## src/rtl/acquisition_sequencer.sv

```systemverilog
`default_nettype none
// ============================================================================
// acquisition_sequencer - arms DMA, starts the injector, counts acquisitions.
// Rev 1.0
// ============================================================================
module acquisition_sequencer #(
  parameter int CNT_WIDTH = 16,
  parameter int TO_WIDTH  = 32
) (
  input  logic                 stream_clk,
  input  logic                 stream_reset,
  input  logic                 run_i,
  input  logic                 abort_i,
  input  logic [CNT_WIDTH-1:0] acq_count_i,
  input  logic [TO_WIDTH-1:0]  timeout_i,
  input  logic                 dma_ready_i,
  input  logic                 injector_idle_i,
  output logic                 injector_start_o,
  output logic                 dma_rearm_o,
  output logic                 busy_o,
  output logic                 done_o,
  output logic                 timeout_o,
  output logic [CNT_WIDTH-1:0] acq_done_o,
  output logic [2:0]           state_o
);

  typedef enum logic [2:0] {
    S_IDLE  = 3'd0,
    S_ARM   = 3'd1,
    S_START = 3'd2,
    S_RUN   = 3'd3,
    S_DONE  = 3'd4
  } state_t;

  state_t               state_q, state_d;
  logic [CNT_WIDTH-1:0] target_q, target_d;
  logic [CNT_WIDTH-1:0] acq_done_q, acq_done_d;
  logic [TO_WIDTH-1:0]  tcnt_q, tcnt_d;
  logic                 done_q, done_d;
  logic                 timeout_q, timeout_d;
  logic                 rearm_q, rearm_d;
  logic [CNT_WIDTH-1:0] acq_next;
  logic                 to_hit;

  assign acq_next = acq_done_q + CNT_WIDTH'(1);
  assign to_hit   = (timeout_i != '0) && (tcnt_q == timeout_i - TO_WIDTH'(1));

  always_comb begin
    state_d    = state_q;
    target_d   = target_q;
    acq_done_d = acq_done_q;
    done_d     = done_q;
    timeout_d  = timeout_q;
    rearm_d    = 1'b0;
    tcnt_d     = '0;
    case (state_q)
      S_IDLE: begin
        if (run_i) begin
          state_d    = S_ARM;
          target_d   = acq_count_i;
          acq_done_d = '0;
          done_d     = 1'b0;
          timeout_d  = 1'b0;
        end
      end
      S_ARM: begin
        if (abort_i)          state_d = S_IDLE;
        else if (dma_ready_i) state_d = S_START;
      end
      S_START, S_RUN: begin
        // Counter is zero on entry to S_START because every other state clears it.
        tcnt_d = tcnt_q + TO_WIDTH'(1);
        if (abort_i) begin
          state_d = S_IDLE;
        end else if (to_hit) begin
          timeout_d = 1'b1;
          state_d   = S_IDLE;
        end else if (state_q == S_START) begin
          if (!injector_idle_i) state_d = S_RUN;
        end else if (injector_idle_i) begin
          acq_done_d = acq_next;
          rearm_d    = 1'b1;
          state_d    = ((target_q != '0) && (acq_next == target_q)) ? S_DONE : S_ARM;
        end
      end
      S_DONE: begin
        if (!abort_i) done_d = 1'b1;
        state_d = S_IDLE;
      end
      default: state_d = S_IDLE;
    endcase
  end

  always_ff @(posedge stream_clk) begin
    if (stream_reset) begin
      state_q    <= S_IDLE;
      target_q   <= '0;
      acq_done_q <= '0;
      tcnt_q     <= '0;
      done_q     <= 1'b0;
      timeout_q  <= 1'b0;
      rearm_q    <= 1'b0;
    end else begin
      state_q    <= state_d;
      target_q   <= target_d;
      acq_done_q <= acq_done_d;
      tcnt_q     <= tcnt_d;
      done_q     <= done_d;
      timeout_q  <= timeout_d;
      rearm_q    <= rearm_d;
    end
  end

  assign injector_start_o = (state_q == S_START);
  assign busy_o           = (state_q != S_IDLE);
  assign dma_rearm_o      = rearm_q;
  assign done_o           = done_q;
  assign timeout_o        = timeout_q;
  assign acq_done_o       = acq_done_q;
  assign state_o          = state_q;

endmodule
`default_nettype wire

```

## config.mk

```make
export PLATFORM = sky130hd
export DESIGN_NAME = acquisition_sequencer
export DESIGN_NICKNAME = d
export VERILOG_FILES = /design/src/rtl/acquisition_sequencer.sv
export SDC_FILE = /design/constraint.sdc
export NUM_CORES = 1
export LEC_CHECK = 0
export ABC_AREA = 1
export BUFFER_PORTS_ARGS = -buffer_cell sky130_fd_sc_hd__buf_2
export CORE_MARGIN = 5
export CORE_UTILIZATION = 29
export DETAILED_ROUTE_END_ITERATION = 8
export PLACE_DENSITY = 0.54
export SLEW_MARGIN = 10
export SYNTH_ARGS = -nofsm -noshare
export SYNTH_HDL_FRONTEND = slang
export SYNTH_SLANG_ARGS = --single-unit
```

## constraint.sdc

```tcl
create_clock -name stream_clk -period 2.4 [get_ports stream_clk]
set_input_delay 0.12 -clock stream_clk [delete_from_list [all_inputs] [get_ports stream_clk]]
set_output_delay 0.12 -clock stream_clk [all_outputs]
set_load 0.01 [all_outputs]
```

==> results_dict.tcl <==
set metrics [dict create \
    dieArea_um2 21250 \
    synth_common_cells "nand2_1 (224), nor2_1 (130), inv_1 (112)" \
    power_switching_w 0.001530 \
    num_antenna_cells 0 \
    fin_area_um2 6716 \
    dp.cells 1192 \
    drt_iter0_markers 281 \
    drtAntennaViolNets 0 \
    tritoncts "yes" \
    p_int_w 0.002554 \
    gp_congestion 0.9212 \
    io_pins 78 \
    grt_pass1_vias 5630 \
    fin_skew_ns 0.006982 \
    critPathKind "reg2reg" \
    avgSynthCellArea_um2 6.194 \
    power_frac_comb 0.347 \
    slew_viol_final 0 \
    syn_inst 863 \
    clk_latency_ns 0.34 \
    via_per_inst 4.637 \
    io_buffers 77 \
    hold_buffers 0 \
    hold_viol 0 \
    yosys-top-cells-area "dfxtp_1 (26%), nand2_1 (16%), nor2_1 (9.1%)" \
    clock.fmax_mhz 444.8 \
    fin_crit_sh 0.9367 \
    ys_seq_area_frac 0.2622 \
    ys.flop_type "dfxtp_1" \
    areaGrowthSynthToFinish_pct 25.66 \
    drv_cap 0 \
    dp_hpwl_um 13410 \
    min_period_ns 2.248 \
    fillers 2016 \
    cts_root_buffer "clkbuf_16" \
    wirelength_um 16430 \
    drc 0 \
    clkPwrFrac 0.308 \
    syn-num-nets 920 \
    p_leak_nw 2.986 \
    dr.pass1.iters 6 \
    die_w_um 145.8 \
    ys_ff_latch 70 \
    synth_edf_count 0 \
    h-tree-depth 3 \
    layout-drive-gt1-share 0.2154 \
    cts.sinks 70 \
    synth_area_um2 5345 \
    cp.arrival_ns 2.48 \
    overflow 0 \
    antenna_found_initial 0 \
    nets 1036 \
    clk_pin_slew_ns 0.06 \
    track_usage 0.1558 \
    post-synth-top-count-cell "nand2_1" \
    dpl_cell_area_um2 6248 \
    power.density_nw_per_um2 608.1 \
    slew_headroom 0.4422 \
    irDropWorstVdd_mv 0.3310 \
    dieHeight_um 145.8 \
    drt-wirelength-per-cell_um 13.54 \
    synth_top_area_cell "dfxtp_1" \
    end_kind "flip-flop" \
    whs_ns 0.03937 \
    grt_max_degree 35 \
    fin_setup_tns_ns 0 \
    start_util 0.2955 \
    rsz0062_at_grt "true" \
    core_um2 18090 \
    total_power_w 0.004084 \
    tightest_slew_ns 0.8358 \
    hold_class "in2reg" \
    yosys_warnings 0 \
    pwr-share-seq 0.345 \
    yosysUniqueCellTypes 42 \
    p_sw_frac 0.3745 \
    grt_pass1_wl_um 27380 \
    outcome "finished, final reports clean" \
    clockBufferDepth 2 \
    rows 49 \
    synth_top_cell_area_share 0.2622 \
    vias 5625 \
    crit_required_ns 2.63 \
    critPathMaxFanout 3 \
    cts_buffers 9 \
    ys_async_sr_fraction 0 \
    stdcell_count 1213 \
    start_kind "flip-flop" \
    finalSetupViolCount 0 \
]
[per-layer routing]
layer | vias to the layer above | track usage | routed length, um
met5 | - | 0 | 0
li1 | 2990 | - | -
met4 | 0 | 0.04606 | 259
met2 | 110 | 0.2603 | 7546
met3 | 20 | 0.03457 | 728
met1 | 2505 | 0.2013 | 7893
[stage by stage]
step,worst slack (ns),util
4_1_cts,0.02815,0.3606
2_1_floorplan,0.2908,-
5_1_grt,-0.04436,0.3714
3_3_place_gp,0.02928,0.3455
3_5_place_dp,0.008810,0.3455
6_report,0.1520,0.3714
[placed cells by master (no fill, tap or decap), types with 3 or more instances in the layout]
| master | netlist | layout |
|---|---|---|
| or2_2 | 6 | 5 |
| dfxtp_1 | 70 | 64 |
| nand2_1 | 224 | 221 |
| xor2_1 | 39 | 36 |
| nand4_1 | 14 | 14 |
| nand3b_1 | 9 | 9 |
| o21ai_1 | 6 | 7 |
| a31oi_1 | 3 | 3 |
| a21oi_1 | 44 | 44 |
| o21ai_0 | 35 | 34 |
| o21bai_1 | 3 | 3 |
| buf_4 | 0 | 38 |
| dfxtp_2 | 0 | 5 |
| nand2_2 | 6 | 9 |
| nand3_2 | 5 | 5 |
| nor2_2 | 18 | 21 |
| nand3_1 | 53 | 51 |
| nand2_4 | 3 | 3 |
| nor3_1 | 21 | 20 |
| a22oi_2 | 7 | 7 |
| clkbuf_16 | 0 | 9 |
| nor2_4 | 1 | 5 |
| xnor2_1 | 8 | 8 |
| inv_2 | 2 | 3 |
| inv_1 | 112 | 111 |
| nor2_1 | 130 | 123 |
| xnor3_1 | 5 | 5 |
| o21a_1 | 5 | 5 |
| buf_2 | 0 | 77 |
| nor4_1 | 3 | 3 |
[power by group through the flow]
stage	registers [W]	clock network, W	logic [W]
final	0.00141	0.00126	0.00142
after global routing	0.00143	0.00134	0.00159
after CTS	0.00140	0.00130	0.00139
after detailed placement	0.00143	0	0.00138
after global placement	0.00143	0	0.00137
after floorplan	0.00146	0	0.000830
[registers in the layout, indices dropped and copies added (netlist names)]
name and count:
acq_done_o 16, dma_rearm_o 1, done_o 1, state_o 3
target_q 16, tcnt_q 32, timeout_o 1
[area by class of cell]
class                           count  area (um^2)  share of cell area
Timing Repair Buffer              118        721.9              0.1075
Tap cell                          229        286.5             0.04266
Multi-Input combinational cell    665         3591              0.5346
Clock inverter                      6        45.04            0.006706
Sequential cell                    70         1411              0.2101
Clock buffer                       10        229.0             0.03409
Inverter                          115        431.7             0.06427
[cell families after synthesis]
family                   share of synthesized area
AND/OR/NAND/NOR                             0.4155
AO/OA/AOI/OAI                               0.1245
flip-flops                                  0.2622
buffers and inverters                      0.09270
adder cells (fa/ha/maj)                   0.007023
XOR/XNOR                                   0.09808
[path summary, 6_finish.rpt]
| path | to | startpoint | slack (ns) | depth (start not counted) |
|---|---|---|---|---|
| setup / recovery | tcnt_q[24] | tcnt_q[0] | 0.15 | 14 |
| hold / removal | done_o | stream_reset | 0.04 | 2 |
| setup reg to reg | tcnt_q[24] | tcnt_q[0] | 0.15 | 14 |
| hold reg to reg | done_o | done_o | 0.47 | 2 |
[repair_timing]
action,4_1_cts,5_1_grt
buffers inserted,0,5
setup endpoints to repair,0,12
hold endpoints to repair,0,0
resized for setup,0,39
[worst max-delay path: stages (launching register included)]
cell	delay, ns
dfxtp_4	0.36
ha_4	0.13
nand2_1	0.06
inv_2	0.08
nand3_4	0.09
nor2_4	0.13
nand2_2	0.07
nor2_4	0.14
nand3_4	0.09
nor4_4	0.34
nand3_2	0.17
nor2_4	0.18
buf_6	0.11
a21oi_1	0.05
o21a_1	0.14
Power figures use the tool's default switching activity.
